[src/rtl/uart_rx.sv]
// 8N1 asynchronous serial receiver with a one-byte holding register and sticky error flags.
// Define UART_RX_MAJORITY_EN for 2-of-3 majority sampling around every bit centre.
`timescale 1ns/1ps
module uart_rx #(
   parameter int CLK_FREQ = 50000000,
   parameter int BAUD     = 115200
) (
   input  logic       sys_clk_i,
   input  logic       sys_rstn_i,
   input  logic       uart_rx_i,
   output logic [7:0] uart_dat_o,
   output logic       uart_valid_o,
   input  logic       uart_rd_i,
   output logic       uart_ferr_o,
   output logic       uart_ovf_o
);

   localparam int CLKS_PER_BIT = CLK_FREQ / BAUD;
   // One spare counter bit so that the majority look-ahead (cnt + 2) never aliases a decision count.
   localparam int CW = $clog2(CLKS_PER_BIT) + 1;
`ifdef UART_RX_MAJORITY_EN
   localparam int START_DEC = CLKS_PER_BIT / 2;
`else
   localparam int START_DEC = CLKS_PER_BIT / 2 - 1;
`endif
   localparam int BIT_DEC = CLKS_PER_BIT - 1;

   localparam logic [CW-1:0] START_END = CW'(START_DEC);
   localparam logic [CW-1:0] BIT_END   = CW'(BIT_DEC);

   typedef enum logic [1:0] {
      IDLE,
      START,
      DATA,
      STOP
   } state_t;

   state_t        state_q, state_d;
   logic [CW-1:0] cnt_q, cnt_d;
   logic [2:0]    bit_q, bit_d;
   logic [7:0]    shreg_q, shreg_d;
   logic          armed_q, armed_d;
   logic          rx_meta, rx_s;
   logic [CW-1:0] dec_cnt;
   logic          at_dec;
   logic          sample;
   logic          load;
   logic          ferr_set;

   // Synchroniser resets to the idle-line level so reset never looks like a start bit.
   // NOTE: sequential state uses non-blocking (<=) so every flop samples pre-edge values.
   always_ff @(posedge sys_clk_i or negedge sys_rstn_i) begin
      if (!sys_rstn_i) begin
         rx_meta <= 1'b1;
         rx_s    <= 1'b1;
      end else begin
         rx_meta <= uart_rx_i;
         rx_s    <= rx_meta;
      end
   end

   assign dec_cnt = (state_q == START) ? START_END : BIT_END;
   assign at_dec  = (cnt_q == dec_cnt);

`ifdef UART_RX_MAJORITY_EN
   logic s0_q, s1_q;

   always_ff @(posedge sys_clk_i or negedge sys_rstn_i) begin
      if (!sys_rstn_i) begin
         s0_q <= 1'b1;
         s1_q <= 1'b1;
      end else begin
         if ((cnt_q + CW'(2)) == dec_cnt) s0_q <= rx_s;
         if ((cnt_q + CW'(1)) == dec_cnt) s1_q <= rx_s;
      end
   end

   assign sample = (s0_q & s1_q) | (s0_q & rx_s) | (s1_q & rx_s);
`else
   assign sample = rx_s;
`endif

   always_ff @(posedge sys_clk_i or negedge sys_rstn_i) begin
      if (!sys_rstn_i) begin
         state_q <= IDLE;
         cnt_q   <= '0;
         bit_q   <= '0;
         shreg_q <= '0;
         armed_q <= 1'b0;
      end else begin
         state_q <= state_d;
         cnt_q   <= cnt_d;
         bit_q   <= bit_d;
         shreg_q <= shreg_d;
         armed_q <= armed_d;
      end
   end

   // NOTE: every output of this block gets a default first, so no path can infer a latch.
   always_comb begin
      state_d  = state_q;
      cnt_d    = cnt_q;
      bit_d    = bit_q;
      shreg_d  = shreg_q;
      armed_d  = armed_q;
      load     = 1'b0;
      ferr_set = 1'b0;
      case (state_q)
         IDLE: begin
            cnt_d = '0;
            if (rx_s) begin
               armed_d = 1'b1;
            end else if (armed_q) begin
               armed_d = 1'b0;
               state_d = START;
            end
         end
         START: begin
            if (at_dec) begin
               if (!sample) begin
                  cnt_d   = '0;
                  bit_d   = '0;
                  state_d = DATA;
               end else begin
                  state_d = IDLE;
               end
            end else begin
               cnt_d = cnt_q + CW'(1);
            end
         end
         DATA: begin
            if (at_dec) begin
               cnt_d          = '0;
               shreg_d[bit_q] = sample;
               if (bit_q == 3'd7) state_d = STOP;
               else               bit_d   = bit_q + 3'd1;
            end else begin
               cnt_d = cnt_q + CW'(1);
            end
         end
         STOP: begin
            if (at_dec) begin
               cnt_d   = '0;
               state_d = IDLE;
               if (sample) load     = 1'b1;
               else        ferr_set = 1'b1;
            end else begin
               cnt_d = cnt_q + CW'(1);
            end
         end
         default: state_d = IDLE;
      endcase
   end

   // A load beats a same-cycle read; a framing-error set beats a same-cycle clear.
   always_ff @(posedge sys_clk_i or negedge sys_rstn_i) begin
      if (!sys_rstn_i) begin
         uart_dat_o   <= '0;
         uart_valid_o <= 1'b0;
         uart_ferr_o  <= 1'b0;
         uart_ovf_o   <= 1'b0;
      end else begin
         if (load) begin
            uart_dat_o   <= shreg_q;
            uart_valid_o <= 1'b1;
            if (uart_rd_i)         uart_ovf_o <= 1'b0;
            else if (uart_valid_o) uart_ovf_o <= 1'b1;
         end else if (uart_rd_i) begin
            uart_valid_o <= 1'b0;
            uart_ovf_o   <= 1'b0;
         end
         if (ferr_set)       uart_ferr_o <= 1'b1;
         else if (uart_rd_i) uart_ferr_o <= 1'b0;
      end
   end

endmodule
[config.mk]
export PLATFORM = sky130hd
export DESIGN_NAME = uart_rx
export DESIGN_NICKNAME = d
export VERILOG_FILES = /design/src/rtl/uart_rx.sv
export SDC_FILE = /design/constraint.sdc
export NUM_CORES = 1
export LEC_CHECK = 0
export ABC_AREA = 0
export CAP_MARGIN = 20
export CORE_ASPECT_RATIO = 0.75
export CORE_UTILIZATION = 35
export DETAILED_ROUTE_END_ITERATION = 8
export SETUP_SLACK_MARGIN = 0.4
export SLEW_MARGIN = 5
export SYNTH_ARGS = -nofsm -noshare
export SYNTH_HDL_FRONTEND = slang
export SYNTH_SLANG_ARGS = --single-unit
export TNS_END_PERCENT = 5
[constraint.sdc]
create_clock -name sys_clk_i -period 4.6 [get_ports sys_clk_i]
set_clock_uncertainty 0.1 [all_clocks]
set_input_delay 1.15 -clock sys_clk_i [delete_from_list [all_inputs] [get_ports sys_clk_i]]
set_output_delay 1.15 -clock sys_clk_i [all_outputs]
set_load 0.01 [all_outputs]
## Yosys cells after proc, flatten, opt, wreduce, memory -nomap -nowiden

Cells that the tools add are included.

- Logic and storage cells: 73
- Register bits after elaboration: 37
- Output and inout port bits: 11
- Input bits: 4

- $lt $le $gt $ge: 2
- Muxes and demuxes: 33
- Reductions and logical operators: 11
- Add/sub/neg operators: 2
- Eq/ne operators: 14

Operators with widths:

| cell | count |
|---|---|
| 2-to-1 mux 10 bit | 3 |
| case mux 10 bit (3 select lines) | 1 |
| != test 2 bit (second input constant) | 8 |
| 2-to-1 mux 2 bit | 7 |
| 2-to-1 mux 1 bit | 13 |
| 2-to-1 mux 3 bit | 4 |
| adder 10 x 1 -> 10 bit (second input constant) | 1 |
| equality test 10 x 9 -> 1 bit | 1 |
| 2-to-1 mux 9 bit | 1 |
| bitwise mux 8 bit | 1 |
| case mux 2 bit (4 select lines) | 1 |
| nonzero test 2 bit | 4 |
| case mux 3 bit (2 select lines) | 1 |
| AND reduction 6 bit | 1 |
| AND reduction 5 bit | 1 |
| equality test 2 bit (second input constant) | 2 |
| less-than comparator 3 x 4 -> 1 bit (second input constant) | 1 |
| AND reduction 2 bit | 2 |
| adder 3 x 1 -> 3 bit (second input constant) | 1 |
| demux 1 bit (select 3 bit) | 1 |
| equality test 3 bit (second input constant) | 1 |
| greater-or-equal comparator 3 x 1 -> 1 bit (second input constant) | 1 |
| != test 3 bit (second input constant) | 1 |
| equality test 2 x 1 -> 1 bit (second input constant) | 1 |
| 3 further kinds | 3 |

## Longest topological paths before layout

- Word-level depth: 7
- Gate-level depth with buffers: 7
- Mapped depth without buffers: 6

## Worst setup path before layout

No wires, ideal clock.

- Kind: reg2reg
- Start point: register (tool-made name)
- End point: register shreg_q[2]
- Data arrival time: 1.689 ns
- Library setup time: 0.127 ns
- Clock period less this slack: 1.916 ns
- Data required time: 4.373 ns
- Path buffers: 2
- Path slack: 2.684 ns
- Stages on the path, launching flop included: 8
- Cells stage by stage: dfrtp_1 buf_2 nand2b_1 or3_4 a21oi_4 buf_6 nand4b_1 mux2_1

RTL lines:

| what | RTL line | source |
|---|---|---|
| end signal: assignment | 94 | `shreg_q <= shreg_d;` |
| end: declaration | 41 | `logic [7:0] shreg_q, shreg_d;` |

## Worst setup path after layout

- Start point: register cnt_q[5]
- End point: register uart_dat_o[3]

- Word-level cells in the longest chain between the ends: 3

RTL lines:

| what | RTL line | source |
|---|---|---|
| start: declaration | 39 | `logic [CW-1:0] cnt_q, cnt_d;` |
| start signal: assignment | 92 | `cnt_q <= cnt_d;` |
| equality test 10 x 9 -> 1 bit | 63 | `assign at_dec = (cnt_q == dec_cnt);` |
| 2-to-1 mux 1 bit | 142 | `if (at_dec) begin` |
| 2-to-1 mux 1 bit | 108 | `case (state_q)` |
| end signal: assignment | 164 | `uart_dat_o <= shreg_q;` |
| end: declaration | 11 | `output logic [7:0] uart_dat_o,` |

No other way between the ends.
A chain may end at the register's enable or synchronous reset.

==> impl_metrics.yaml <==
power:
  seq_power_share_pct: 48.7
  p_switching_w: 0.000213
  vdd_drop_max_uv: 194
  power_frac_clock_pct: 40.2
  swShare_pct: 25.3
  leakage_nw: 0.906
  power_per_cell_area_nw_per_um2: 416
  p_int_w: 0.000630
  power_frac_comb_pct: 11.1
cells_and_area:
  nNetsFinal: 170
  synthToLayoutAreaGrowth_pct: 19.0
  final_common_cell: "dfrtp_1"
  mostFrequentLayoutCells: "dfrtp_1, mux2_2, clkdlybuf4s50_1, nor2_1, nand3_1"
  antenna_cells: 0
  drive_gt1_share_pct: 19.5
  final_core_util_pct: 44.3
route:
  drt_iter0_markers: 126
  vias_per_cell: 5.16
  vias: 1141
  ant_nets: 0
  wl_per_cell_microns: 14.8
  wl_mm: 3.26
  firstDrtPassIters: 4
  drc_errors: 0
setup_path:
  cp.buffers_inverters: 0
  cp_slowest_stage_delay_ns: 0.49
  critical_path_class: "reg -> reg"
  required_ns: 4.67
  worstPathArrival_ns: 2.55
  critPathLaunchType: "register"
  crit_chain: "nand4bb_1 -> or3_4 -> a21oi_4 -> nand2_2 -> mux2_2"
  cp-end-kind: "register"
  crit_slowest_cell: "a21oi_4"
  cp_max_fo: 22
  crit_family: "simple AND/OR/NAND/NOR gates"
global_routing:
  grt_usage_pct: 15.0
  grt_start_max_net_pins: 23
  grt_pass1_vias: 1211
  grt_overflow: 0
  grt_first_pass_wirelength_mm: 5.73
  antenna_found_initial: 0
cts:
  cts_hold_buf: 0
  clockBufferDepth: 2
  clkTransAtPathRegs_ns: 0.08
  cts_tree: "done"
  numCtsBuffers: 5
  cts_resized: 0
  postCtsSetupRepairBufs: 0
  root_buffer: "clkbuf_8"
  clkLatencyLatePin_ns: 0.29
  cts.sinks: 37
  htreeDepth: 2
timing:
  fin_tns_setup_ns: 0
  relSlewSlack_pct: 46.2
  min_period_over_period_pct: 53.9
  worst_pin_slew_ns: 0.805
  setup_slack_ns: 2.12
  drv_slew: 0
  max_freq_mhz: 403
  rsz0062_at_grt: "no"
  hold_viol_final: 0
  setup_violations: 0
  fin_crit_ns: 2.48
  hold_ws_ns: 0.259
synthesis:
  synth_edf_count: 0
  ys_ff_latch: 37
  ys_warn_count: 0
  synthesis.area_sq_um: 1700
  ys_types: 41
  synthArstFlopShare_pct: 100
  synth_top_area_cell: "dfrtp_1"
  synth-seq-area-share_pct: 54.5
  ys.flop_type: "dfrtp_1"
  ys_top_cells_by_area: "dfrtp_1, mux2_2, dfstp_2"
  avgSynthCellArea_sq_um: 11.6
  synth.top_cell.area_share_pct: 51.4
  syn_nets: 154
  syn_inst: 147
job:
  cap_violations: 0
floorplan:
  coreArea_sq_um: 4570
  die_h_microns: 62.4
  row_count: 21
  start_util_pct: 37.2
  design.die.area_sq_um: 5150
  ios: 15
  die_w_microns: 82.5
placement:
  port_buffers: 14
  dp_hpwl_mm: 2.32
  gp_congestion: 0.824
  pre_cts_ws_ns: 2.02
hold_path:
  hp-class: "reg -> reg"
status:
  outcome: "completed"
## per-layer routing
layer	vias up	GRT usage (%)	share of wire, %
met5	-	0	0
met4	0	7.54	1.3
met3	4	4.82	3.8
met2	26	21.0	44
met1	552	20.7	50
li1	559	-	-
## path summary, 6_finish.rpt
check,from,to,slack [ns],depth (start not counted)
worst max-delay path,cnt_q[5],uart_dat_o[3],2.12,5
worst min-delay path,rx_meta,rx_s,0.26,0
worst max register to register,cnt_q[5],uart_dat_o[3],2.12,5
worst min register to register,rx_meta,rx_s,0.26,0
max in group asynchronous,sys_rstn_i,uart_dat_o[3],2.41,2
min in group asynchronous,sys_rstn_i,asynchronous set/reset pin,1.22,1
## state kept, by name, indices dropped and copies added, names as in the netlist, named ones only
register,count
cnt_q,10
uart_ferr_o,1
rx_meta,1
rx_s,1
uart_ovf_o,1
uart_valid_o,1
armed_q,1
shreg_q,8
bit_q,3
state_q,1
uart_dat_o,8
## metrics by stage
step | total power [W] | instance area (sq um) | instances
after floorplan | 0.000471 | 1700 | 147
after global placement | 0.000502 | 1890 | 213
after detailed placement | 0.000511 | 1890 | 213
after CTS | 0.000849 | 2030 | 221
after global routing | 0.000880 | 2030 | 221
final | 0.000843 | 2030 | 221
## Yosys cell counts, types with 2 or more instances
cell type	count
dfstp_2	2
mux2_1	3
nand2b_1	4
mux2_2	15
o31ai_1	3
a21oi_1	4
inv_1	6
nor2_1	13
nand3b_1	3
and2_1	2
nor3_1	5
clkbuf_1	2
dfrtp_1	35
and3_1	3
o21ai_0	3
nand2_1	4
a31oi_1	4
xor2_1	2
o22ai_1	2
buf_2	2
nand3_1	8
ha_1	3
## kinds of logic after synthesis
family,share of synthesized area (%)
and+or+nand+nor,17.3
buffers and inverters,3.31
adders and majority gates,2.20
AOI/OAI and AO/OA,9.18
DFF,54.5
xor gates and xnor gates,1.03
muxes,12.5
## area by class of cell
class | instances | area [sq um]
clock buffers | 5 | 68.8
inverters | 6 | 22.5
multi-input cells | 98 | 718
well taps | 57 | 71.3
clock inverters | 3 | 68.8
fillers | 439 | 2550
flip-flops and latches | 37 | 928
repair buffers | 15 | 148
## power groups by stage
stage	clock [W]	sequential [W]	combinational, W
after floorplan	0	0.000399	0.0000721
after global routing	0.000357	0.000417	0.000106
after CTS	0.000344	0.000409	0.0000957
after detailed placement	0	0.000415	0.0000952
after global placement	0	0.000412	0.0000900
final	0.000339	0.000410	0.0000939
Power figures use the tool's default switching activity.
